[src/rtl/i2c_write_byte.sv]
// Byte transmitter feeding the I2C bit writer: turns one word plus optional
// START/STOP framing into a sequence of single-bit commands.
module i2c_write_byte #(
  parameter int DATA_WIDTH = 8
) (
  input  logic                  clock,
  input  logic                  reset,
  input  logic                  go,
  input  logic [DATA_WIDTH-1:0] data_in,
  input  logic                  with_start,
  input  logic                  with_stop,
  output logic                  finish,
  output logic                  busy,
  output logic [2:0]            bit_command,
  output logic                  bit_go,
  input  logic                  bit_finish
);

  localparam int CW = $clog2(DATA_WIDTH + 3);

  localparam logic [2:0] CMD_IDLE  = 3'b000;
  localparam logic [2:0] CMD_START = 3'b010;
  localparam logic [2:0] CMD_STOP  = 3'b011;
  localparam logic [2:0] CMD_D0    = 3'b100;
  localparam logic [2:0] CMD_D1    = 3'b101;

  typedef enum logic [1:0] {IDLE, ISSUE, GAP, DONE} state_t;

  state_t                state_q, state_d;
  logic [DATA_WIDTH-1:0] shreg_q, shreg_d;
  logic [CW-1:0]         steps_q, steps_d;
  logic                  start_q, start_d;
  logic                  stop_q, stop_d;
  logic                  finish_d, busy_d, bit_go_d;
  logic [2:0]            cmd_d, nxt_cmd;

  // Command for the step after the current one; START is pending until it
  // completes, and data bits remain while steps exceed the pending STOP.
  always_comb begin
    nxt_cmd = CMD_STOP;
    if (start_q)
      nxt_cmd = CMD_START;
    else if (steps_q > CW'(stop_q))
      nxt_cmd = shreg_q[DATA_WIDTH-1] ? CMD_D1 : CMD_D0;
  end

  always_comb begin
    state_d  = state_q;
    shreg_d  = shreg_q;
    steps_d  = steps_q;
    start_d  = start_q;
    stop_d   = stop_q;
    finish_d = finish;
    busy_d   = busy;
    bit_go_d = bit_go;
    cmd_d    = bit_command;
    case (state_q)
      IDLE: begin
        if (go && !finish) begin
          shreg_d  = data_in;
          start_d  = with_start;
          stop_d   = with_stop;
          steps_d  = CW'(DATA_WIDTH) + CW'(with_start) + CW'(with_stop);
          cmd_d    = with_start ? CMD_START
                   : (data_in[DATA_WIDTH-1] ? CMD_D1 : CMD_D0);
          bit_go_d = 1'b1;
          busy_d   = 1'b1;
          state_d  = ISSUE;
        end
      end
      ISSUE: begin
        if (bit_finish) begin
          bit_go_d = 1'b0;
          steps_d  = steps_q - CW'(1);
          if (bit_command[2])
            shreg_d = shreg_q << 1;
          if (bit_command == CMD_START)
            start_d = 1'b0;
          if (steps_q == CW'(1)) begin
            finish_d = 1'b1;
            busy_d   = 1'b0;
            state_d  = DONE;
          end else begin
            state_d = GAP;
          end
        end
      end
      GAP: begin
        cmd_d    = nxt_cmd;
        bit_go_d = 1'b1;
        state_d  = ISSUE;
      end
      DONE: begin
        finish_d = 1'b0;
        cmd_d    = CMD_IDLE;
        state_d  = IDLE;
      end
      default: state_d = IDLE;
    endcase
  end

  always_ff @(posedge clock or posedge reset) begin
    if (reset) begin
      state_q     <= IDLE;
      shreg_q     <= '0;
      steps_q     <= '0;
      start_q     <= 1'b0;
      stop_q      <= 1'b0;
      finish      <= 1'b0;
      busy        <= 1'b0;
      bit_go      <= 1'b0;
      bit_command <= CMD_IDLE;
    end else begin
      state_q     <= state_d;
      shreg_q     <= shreg_d;
      steps_q     <= steps_d;
      start_q     <= start_d;
      stop_q      <= stop_d;
      finish      <= finish_d;
      busy        <= busy_d;
      bit_go      <= bit_go_d;
      bit_command <= cmd_d;
    end
  end

endmodule
[config.mk]
export PLATFORM = sky130hd
export DESIGN_NAME = i2c_write_byte
export DESIGN_NICKNAME = d
export VERILOG_FILES = /design/src/rtl/i2c_write_byte.sv
export SDC_FILE = /design/constraint.sdc
export NUM_CORES = 1
export LEC_CHECK = 0
export BUFFER_PORTS_ARGS = -buffer_cell sky130_fd_sc_hd__buf_2
export CORE_ASPECT_RATIO = 1.5
export CORE_MARGIN = 3
export CORE_UTILIZATION = 58
export DETAILED_ROUTE_END_ITERATION = 7
export PLACE_DENSITY_LB_ADDON = 0.15
export SLEW_MARGIN = 20
export SYNTH_ARGS = -nofsm -noshare
export SYNTH_HDL_FRONTEND = slang
export SYNTH_SLANG_ARGS = --single-unit
[constraint.sdc]
create_clock -name clock -period 4.1 [get_ports clock]
set_clock_uncertainty 0.15 [all_clocks]
set_input_delay 0 -clock clock [delete_from_list [all_inputs] [get_ports clock]]
set_output_delay 0 -clock clock [all_outputs]
set_load 0.1 [all_outputs]
[Word level (Yosys, flattened, before mapping)]
Cells that the tools add are included.
Word-level totals
  bits in registers: 22
  bits in latches: 0
  bits in writable memories: 0
  bits in read-only memories: 0
  input port bits: 14
  word-level logic and storage cells: 70
  memories: 0
Operators by class
  add/subtract/negate cells: 3
  multiply operators: 0
  divide/modulo/power cells: 0
  $lt $le $gt $ge: 1
  equal/unequal tests: 10
  shift operators: 0
  multiplexer cells: 31
  bitwise gates (word level): 0
  reduce and logical (&&, ||, !) cells: 16
Operators with widths (count)
  8-bit 2-to-1 mux: 3
  8-bit one-hot mux with 2 select lines: 1
  1-bit 2-to-1 mux: 12
  3-bit 2-to-1 mux: 4
  4-bit AND reduction: 3
  2-bit inequality test, second input constant: 5
  3-bit one-hot mux with 3 select lines: 1
  3-bit AND reduction: 3
  4-bit 2-to-1 mux: 2
  2-bit one-hot mux with 4 select lines: 1
  4-bit one-hot mux with 2 select lines: 1
  1-bit one-hot mux with 2 select lines: 3
  2-bit AND reduction: 3
  3-bit nonzero test: 2
  4-bit by 1-bit adder with 4-bit output: 1
  4-bit by 1-bit adder with 4-bit output, first input constant: 1
  2-bit == test, second input constant: 2
  4-bit by 1-bit == test with 1-bit output, second input constant: 1
  4-bit by 1-bit greater-than comparator with 1-bit output: 1
  2-bit 2-to-1 mux: 2
  2-bit nonzero test: 2
  4-bit by 1-bit subtractor with 4-bit output, second input constant: 1
  3-bit by 2-bit == test with 1-bit output, second input constant: 1
  1-bit one-hot mux with 3 select lines: 1
  other kinds (4): 4

[Depth between registers and ports, before layout]
  depth after elaboration: 4
  gate-level depth with buffers: 5
  mapped depth without buffers: 5

[Worst setup path after synthesis]
No wires, ideal clock.
  kind: register to register
  start point: reg finish
  end point: reg shreg_q[0]
  arrival: 2.014 ns
  data required time: 3.825 ns
  slack: 1.812 ns
  stages on the path, launching flop included: 4
  buffers on the path: 0
  path through: dfrtp_1 -> or3b_2 -> a21oi_4 -> mux2_2
Between the ends
  longest elaborated chain between the ends: 4
RTL lines
  start: declaration: line 12  | output logic finish,
  start signal: assignment: line 119  | finish <= finish_d;
  1-bit zero test: line 59  | if (go && !finish) begin
  1-bit logical AND: line 59
  2-bit inequality test (no source line)
  4-bit AND reduction (no source line)
  end signal: assignment: line 115  | shreg_q <= shreg_d;
  end: declaration: line 30  | logic [DATA_WIDTH-1:0] shreg_q, shreg_d;
Every way passes these cells.
A chain may end at the register's enable or synchronous reset.

[Final worst setup path]
  start point: reg state_q[1]
  end point: reg shreg_q[5]
Between the ends
  longest elaborated chain between the ends: 3
  elaborated cells on any way between the ends: 8
RTL lines
  start: declaration: line 29  | state_t state_q, state_d;
  start signal: assignment: line 114  | state_q <= state_d;
  2-bit by 1-bit == test with 1-bit output or 2-bit zero test (tied branches): line 57  | case (state_q)
  2-bit inequality test (no source line) or 2-bit nonzero test (tied branches)
  4-bit AND reduction (no source line)
Several ways; a longest one is shown, not always the timed one.

==> results.toml <==
[outcome]
status = "complete, no violations"

[yosys]
synthCells = 107
netlist_area_sq_mm = 0.001194
synth_top_area_frac = 0.4612
synth-async-reset-ratio = 1.000
synth_edf_count = 0
synth-seq-cells = 22
synthMostInstantiatedCell = "dfrtp_1"
synth_warnings = 0
ys_seq_area_frac = 0.4612
synthTopCellsByCount = "dfrtp_1 (22), mux2_2 (16), a21oi_1 (7)"
yosys.area.top_type = "dfrtp_1"
synth_cell_types = 31
ys.flop_type = "dfrtp_1"
synthesis.nets = 125
synth_area_per_cell_sq_um = 11.16
synth.area.top_cells = "dfrtp_1 (46%), mux2_2 (15%), ha_1 (4.2%)"

[sta]
setup_viol = 0
hold_violations = 0
tightest_slew_ns = 0.8498
hold_ws_ns = 0.2377
fin_tns_setup_ns = 0
slew_viol_final = 0
fin_crit_sh = 0.5636
fmax_ghz = 0.4328
relSlewSlack = 0.4323
period_minus_slack_ns = 2.311
rsz0062_at_grt = "no"

[grt]
grt_overflow_total = 0
grt_pass1_vias = 962
grt_pass1_wl_um = 4381
grt_max_degree = 23
grt_antenna_before_repair = 0
grt.total_usage = 0.2244

[worst_setup_path]
cp.arrival_ns = 2.37
cp.required_ns = 4.16
path_class = "reg2reg"
crit_fanout = 18
end_kind = "flop"
startpoint_type = "flop"

[final_layout]
drive_above_1_share = 0.3261
area_growth_pct = 21.38
final_nets = 158
antenna_cells = 0
final_cells = 159

[die]
io_pins = 20
die-area_sq_mm = 0.002650
row_count = 19
start_util = 0.6276
chipHeight_um = 61.56
die_x_um = 43.04
coreArea_sq_mm = 0.001902

[route]
ant_nets = 0
vias = 913
drt_pre_antenna_iters = 4
wl_um = 2565
wl_per_cell_um = 16.13
drt_drc_violations_left = 0
routed_via_density = 5.742
drtIter0Drc = 12

[placed_design]
place_congestion = 0.8083
port-buffer-count = 19
hpwlAfterDp_um = 1689
dpl.cell_count = 142

[worst_hold_path]
hp-class = "in2async"

[job]
drv_cap = 0

[power]
p_int_uw = 591.4
power_frac_seq = 0.369
net-switching-power_uw = 542.2
power_density_mw_per_mm2 = 782.4
clockPowerShare = 0.090
combPwrFrac = 0.541
swShare = 0.4783
leakage_uw = 0.0006487
vdd_drop_max_mv = 0.5053
p_total_uw = 1134

[clock_tree]
insertion_delay_ns = 0.31
numCtsBuffers = 3
cts.sinks = 22
path_clk_slew_ns = 0.12
ctsLongestPathBuffers = 2
cts-root-buf = "clkbuf_4"
htreeDepth = 1
cts_tree = "done"
cts_setup_buffers = 0
## power by group through the flow
stage	Combinational [uW]	Clock (uW)	Sequential (uW)
after detailed placement	599	0	422
after floorplan	359	0	558
final	614	102	418
after CTS	615	100	417
after global routing	664	111	436
after global placement	585	0	413
## cell usage in the layout, fill, tap and decap left out, drive strengths merged
cell type / netlist / layout
inv: 5 / 5
a2bb2oi: 1 / 1
or4b: 1 / 1
a21oi: 8 / 8
nand4b: 1 / 1
clkbuf: 2 / 3
mux2: 16 / 16
nand2b: 2 / 2
a22o: 2 / 2
xor2: 1 / 1
nor4b: 1 / 1
nor2b: 3 / 3
nand2: 5 / 5
nand3b: 1 / 1
o21ai: 5 / 5
dlygate4sd3: 0 / 14
a21o: 1 / 1
mux2i: 1 / 1
or3: 2 / 2
or3b: 4 / 4
ha: 4 / 4
o32a: 1 / 1
nor3: 5 / 5
nand3: 2 / 2
or2: 1 / 1
nor2: 3 / 3
buf: 3 / 19
a211oi: 1 / 1
o22ai: 3 / 3
dfrtp: 22 / 22
## layout make-up
class                   count  area [sq um]
clock buffers               3         22.52
repair buffers             33         235.2
fillers                   136         452.9
flip-flops and latches     22         550.5
inverters                   5         18.77
well taps                  21         26.28
multi-input cells          75         595.6
## kinds of logic (layout without fill, tap and decap cells)
logic type                 after synthesis  after routing  share of synthesized area
AOI/OAI and AO/OA                       22             22                     0.1226
muxes                                   17             17                     0.1593
buffers and inverters                   10             41                    0.03984
DFF                                     22             22                     0.4612
adders and majority gates                4              4                    0.04193
xor gates and xnor gates                 1              1                   0.007339
and+or+nand+nor                         31             31                     0.1677
## path summary, 6_finish.rpt
kind | slack (ns) | end | from | cells past startpoint
max | 1.79 | shreg_q[5]$_DFFE_PP0P_ | state_q[1]$_DFFE_PP0P_ | 3
min | 0.24 | shreg_q[4]$_DFFE_PP0P_ | reset | 3
max reg2reg | 1.79 | shreg_q[5]$_DFFE_PP0P_ | state_q[1]$_DFFE_PP0P_ | 3
min reg2reg | 0.36 | stop_q$_DFFE_PP0P_ | stop_q$_DFFE_PP0P_ | 2
max in group asynchronous | 3.06 | steps_q[1]$_DFFE_PP0P_ | reset | 3
min in group clock | 0.36 | stop_q$_DFFE_PP0P_ | stop_q$_DFFE_PP0P_ | 2
## flip-flops by register name, summed over array words and instances, names as in the netlist
name,cells
bit_go,1
start_q,1
finish,1
bit_command,3
state_q,2
shreg_q,8
stop_q,1
steps_q,4
busy,1
## critical path: stages (launching register included)
cell and delay (ns):
dfrtp_1 0.61, nor2b_1 0.76, mux2_2 0.42, mux2_2 0.27
## layer usage
| layer | global-route usage | wire (um) | vias up |
|---|---|---|---|
| met2 | 0.4270 | 1415 | 17 |
| met3 | 0.02047 | 67 | 7 |
| met5 | 0 | 0 | - |
| met1 | 0.2440 | 1018 | 441 |
| li1 | - | - | 448 |
| met4 | 0.1207 | 64 | 0 |
## repair_timing
item                      CTS  global route
resized for setup           0             0
hold endpoints to repair   40             0
hold buffers               14             0
## metrics by stage
stage	worst slack (ns)	util	cell area (sq um)
2_1_floorplan	1.812	-	1194
3_3_place_gp	1.877	0.6763	1286
3_5_place_dp	1.823	0.6763	1286
4_1_cts	1.794	0.7618	1449
5_1_grt	1.701	0.7618	1449
6_report	1.789	0.7618	1449
Note: power is estimated with default switching activity, not from simulation.
